--- config.mk ---
export PLATFORM = sky130hd
export DESIGN_NAME = seq_restoring_divider
export DESIGN_NICKNAME = d
export VERILOG_FILES = /design/src/rtl/seq_restoring_divider_pkg.sv /design/src/rtl/seq_restoring_divider_div_step_cell.sv /design/src/rtl/seq_restoring_divider.sv
export SDC_FILE = /design/constraint.sdc
export NUM_CORES = 1
export LEC_CHECK = 0
export BUFFER_PORTS_ARGS = -buffer_cell sky130_fd_sc_hd__clkbuf_2
export CAP_MARGIN = 40
export CORE_UTILIZATION = 30
export CTS_BUF_LIST = sky130_fd_sc_hd__clkbuf_8
export DETAILED_ROUTE_END_ITERATION = 10
export HOLD_SLACK_MARGIN = 0.06
export SLEW_MARGIN = 25
export SYNTH_ARGS = -nofsm -noshare
export SYNTH_HDL_FRONTEND = slang
export SYNTH_HIERARCHICAL = 1
export SYNTH_SLANG_ARGS = --single-unit
export TNS_END_PERCENT = 20
--- constraint.sdc ---
create_clock -name clk -period 5.65 [get_ports clk]
set_input_delay 0.565 -clock clk [delete_from_list [all_inputs] [get_ports clk]]
set_output_delay 0.565 -clock clk [all_outputs]
set_load 0.01 [all_outputs]
--- src/rtl/seq_restoring_divider_pkg.sv ---
// rtl/seq_restoring_divider_pkg.sv - shared types and sizing helpers for the restoring divider
//
// Contents:
//   state_t            FSM state encoding (S_IDLE, S_RUN, S_DONE), 2 bits
//   DEFAULT_WIDTH      default factor width
//   step_cnt_width()   width of the step counter for a given factor width

package seq_restoring_divider_pkg;

    typedef enum logic [1:0] {
        S_IDLE = 2'b00,
        S_RUN  = 2'b01,
        S_DONE = 2'b10
    } state_t;

    localparam int DEFAULT_WIDTH = 4;

    // Counter must hold 0..WIDTH so the final step index is representable.
    function automatic int step_cnt_width(input int width);
        return $clog2(width + 1);
    endfunction

endpackage

--- src/rtl/seq_restoring_divider_div_step_cell.sv ---
// rtl/seq_restoring_divider_div_step_cell.sv - one restoring-division step (trial subtract + restore)
//
// Ports:
//   t        in   WIDTH+1  shifted partial remainder {P[W-1:0], next dividend bit}
//   divisor  in   WIDTH    divisor
//   p_next   out  WIDTH+1  next partial remainder (difference, or t restored)
//   qbit     out  1        quotient bit produced by this step

module div_step_cell #(
    parameter int WIDTH = 4
) (
    input  logic [WIDTH:0]   t,
    input  logic [WIDTH-1:0] divisor,
    output logic [WIDTH:0]   p_next,
    output logic             qbit
);

    logic [WIDTH:0] diff;

    always_comb begin
        diff   = t - {1'b0, divisor};
        // No borrow means the trial subtraction is kept; otherwise restore t.
        qbit   = (t >= {1'b0, divisor});
        p_next = qbit ? diff : t;
    end

endmodule

--- src/rtl/seq_restoring_divider.sv ---
// rtl/seq_restoring_divider.sv - sequential restoring divider, one quotient bit per clock
//
// Ports:
//   clk          in   1        clock, rising edge
//   rst          in   1        asynchronous active-high reset
//   start        in   1        divide request, sampled only in IDLE
//   dividend     in   2*WIDTH  dividend, captured on accepted start
//   divisor      in   WIDTH    divisor, captured on accepted start
//   busy         out  1        high in RUN and DONE
//   done         out  1        single-cycle pulse, results valid from this cycle on
//   quotient     out  WIDTH    quotient, held until next accepted start completes
//   remainder    out  WIDTH    remainder, held likewise
//   div_by_zero  out  1        last accepted divisor was zero
//   overflow     out  1        last accepted quotient would not fit in WIDTH bits

module seq_restoring_divider
    import seq_restoring_divider_pkg::*;
#(
    parameter int WIDTH = DEFAULT_WIDTH
) (
    input  logic                 clk,
    input  logic                 rst,
    input  logic                 start,
    input  logic [2*WIDTH-1:0]   dividend,
    input  logic [WIDTH-1:0]     divisor,
    output logic                 busy,
    output logic                 done,
    output logic [WIDTH-1:0]     quotient,
    output logic [WIDTH-1:0]     remainder,
    output logic                 div_by_zero,
    output logic                 overflow
);

    localparam int CW = step_cnt_width(WIDTH);

    state_t state, state_next;

    logic [CW-1:0]    step;
    logic [WIDTH-1:0] divisor_q;
    logic [WIDTH-1:0] lo_sr;      // remaining low dividend bits, MSB consumed first
    logic [WIDTH-2:0] q_sr;       // quotient bits gathered so far
    logic [WIDTH-1:0] p_reg;      // partial remainder; always < divisor so W bits suffice

    logic [WIDTH-1:0] dvd_hi;
    logic [WIDTH-1:0] dvd_lo;
    logic             is_zero;
    logic             is_ovf;
    logic             accept;
    logic             last_step;

    logic [WIDTH:0]   t;
    logic [WIDTH:0]   p_next;
    logic             qbit;
    logic [WIDTH-1:0] q_next;
    logic             unused_p_msb;

    assign dvd_hi    = dividend[2*WIDTH-1:WIDTH];
    assign dvd_lo    = dividend[WIDTH-1:0];
    assign is_zero   = (divisor == '0);
    assign is_ovf    = (dvd_hi >= divisor);
    assign accept    = (state == S_IDLE) && start;
    assign last_step = (step == CW'(WIDTH - 1));

    assign t      = {p_reg, lo_sr[WIDTH-1]};
    assign q_next = {q_sr, qbit};
    // The precheck keeps P below the divisor, so the top bit of the step result is always 0.
    assign unused_p_msb = p_next[WIDTH];

    div_step_cell #(
        .WIDTH(WIDTH)
    ) u_step (
        .t       (t),
        .divisor (divisor_q),
        .p_next  (p_next),
        .qbit    (qbit)
    );

    assign busy = (state != S_IDLE);
    assign done = (state == S_DONE);

    always_comb begin
        state_next = state;
        case (state)
            S_IDLE: begin
                if (start) begin
                    state_next = (is_zero || is_ovf) ? S_DONE : S_RUN;
                end
            end
            S_RUN: begin
                if (last_step) begin
                    state_next = S_DONE;
                end
            end
            S_DONE:  state_next = S_IDLE;
            default: state_next = S_IDLE;
        endcase
    end

    always_ff @(posedge clk or posedge rst) begin
        if (rst) begin
            state <= S_IDLE;
        end else begin
            state <= state_next;
        end
    end

    always_ff @(posedge clk or posedge rst) begin
        if (rst) begin
            step        <= '0;
            divisor_q   <= '0;
            lo_sr       <= '0;
            q_sr        <= '0;
            p_reg       <= '0;
            quotient    <= '0;
            remainder   <= '0;
            div_by_zero <= 1'b0;
            overflow    <= 1'b0;
        end else if (accept) begin
            divisor_q   <= divisor;
            lo_sr       <= dvd_lo;
            p_reg       <= dvd_hi;
            q_sr        <= '0;
            step        <= '0;
            div_by_zero <= is_zero;
            overflow    <= !is_zero && is_ovf;
            // Degenerate cases finish immediately, so their results land now.
            if (is_zero || is_ovf) begin
                quotient  <= '1;
                remainder <= dvd_lo;
            end
        end else if (state == S_RUN) begin
            p_reg <= p_next[WIDTH-1:0];
            lo_sr <= {lo_sr[WIDTH-2:0], 1'b0};
            q_sr  <= q_next[WIDTH-2:0];
            step  <= step + CW'(1);
            if (last_step) begin
                quotient  <= q_next;
                remainder <= p_next[WIDTH-1:0];
            end
        end
    end

endmodule

==> impl_metrics.tcl <==
set metrics [dict create \
    status "finished, final reports clean" \
    die_w_um 76.2 \
    finalSetupViolCount 0 \
    synth_fp_nets 195 \
    worst-path-stages 8 \
    die_y_um 76.2 \
    reg2regPathDepth 8 \
    n_antenna_cell 0 \
    rsz0062_at_grt "false" \
    r2r_start "p_reg[1]" \
    wl_per_cell_um 12.7 \
    core_um2 5200 \
    overflow 0 \
    cts_resized 0 \
    arrival_ps 2170 \
    power.leakage_nw 1.00 \
    first_global_vias 1272 \
    rows 26 \
    place_ws_ps 3430 \
    ir_drop_mv 0.253 \
    p_per_area_nw_per_um2 613 \
    cts_tree "built" \
    startpoint_type "flop" \
    drtAntennaViolNets 0 \
    cts_root_buffer "clkbuf_8" \
    hold_viol 0 \
    grt_use_total_pct 13.1 \
    grt_max_degree 31 \
    routed_wl_um 3450 \
    cp_top_family "multiplexers" \
    num_vias 1230 \
    max-clock-path-buffers 2 \
    worstSetupEndpointType "flop" \
    cts_buffers 5 \
    place_area_um2 1860 \
    ios 27 \
    antenna_found_initial 0 \
    cp_num_buf_inv 1 \
    setup_tns_ps 0 \
    worstPathCellList "ha_1 > nand4_1 > nand2_1 > nor2_4 > mux2_4 > inv_1 > o21ai_0 > mux2_4" \
    yosysWarnings 6 \
    cp.required_ps 5810 \
    slew_headroom_pct 68.1 \
    max_cap_violations 0 \
    crit_path_max_fanout 4 \
    synth_area_um2 1650 \
    worstMarginPinSlew_ps 479 \
    timing.final.ws_setup_ps 3640 \
    clock_skew_ps 7.17 \
    crit_top_cell "mux2_4" \
    placed_cells 262 \
    htreeDepth 2 \
    gp_congestion 0.818 \
    fin_cells 271 \
    grt_pass1_wl_um 5960 \
    timing.final.crit_share_pct 35.5 \
    dr.pass1.iters 4 \
    slew_violations 0 \
    clkLatencyLatePin_ps 280 \
    critPathSlowestCell "dfrtp_1" \
    syn_area_per_cell_um2 9.77 \
    post-cts-setup-buffers 0 \
    portBuffers 26 \
    dieArea_um2 5800 \
    hpwl_um 2570 \
    drive_gt1_share_pct 23.9 \
    drc_errors 0 \
    path_clk_slew_ps 70 \
    cts_hold_buf 0 \
    design_area_um2 1960 \
    cts_num_sinks 30 \
    hp-class "primary input to async pin" \
    startpoint "p_reg[1]" \
    cpPeakStageDelay_ps 410 \
    fmax_mhz 498 \
    synthCells 169 \
    dr.first_iter.drc_count 63 \
    vias_per_cell 4.54 \
    path_class "flop to flop" \
    min_period_ps 2010 \
    start_util_pct 31.7 \
    nets 226 \
    syn_to_final_growth_pct 18.9 \
]
==> cells in the final DEF (no fill, tap or decap), drive strengths merged, types with 2 or more instances in the layout <==
master / count
dfrtp: 30
nand2: 32
a22o: 2
buf: 2
a22oi: 4
mux2i: 10
nor3: 2
o21ai: 16
inv: 22
ha: 10
mux2: 6
clkbuf: 33
nor2: 13
a21oi: 3
==> worst min-delay path: cells and delay by family <==
family                 cells  cell delay [ps]
buffers and inverters      3              470
==> final timing paths <==
path | to | slack (ps)
worst max-delay path | remainder[2] | 3640
worst min-delay path | div_by_zero | 340
worst max register to register | remainder[2] | 3640
worst min register to register | div_by_zero | 480
max in group asynchronous | lo_sr[1] | 5030
min in group clk | div_by_zero | 480
==> cell type report <==
class                           count  area (um^2)
Multi-Input combinational cell    113          801
Sequential cell                    30          751
Fill cell                         549         3240
Inverter                           21         78.8
Clock inverter                      2         8.76
Tap cell                           70         87.6
Timing Repair Buffer               29          153
Clock buffer                        6         82.6
==> power breakdown <==
part / switching, W / leakage (nW) / internal [W]
registers: 0.0000671 / 0.372 / 0.000316
clock network: 0.0000797 / 0.0524 / 0.0000963
logic: 0.000355 / 0.580 / 0.000290
==> per-layer routing <==
| metal | track usage, % | vias to the layer above | part of all wire, % |
|---|---|---|---|
| li1 | - | 623 | - |
| met1 | 16.6 | 585 | 48 |
| met2 | 21.4 | 18 | 47 |
| met3 | 3.59 | 4 | 3.7 |
| met4 | 4.62 | 0 | 1.2 |
| met5 | 0 | - | 0 |
==> metrics by stage <==
stage	power [W]	util (%)	hold WS (ps)
global placement	0.00102	35.8	466
CTS	0.00121	37.5	347
detailed placement	0.00103	35.8	463
finish	0.00120	37.7	338
global route	0.00131	37.7	379
floorplan	0.000865	-	447
No activity file was read; power rests on OpenSTA's default activity.
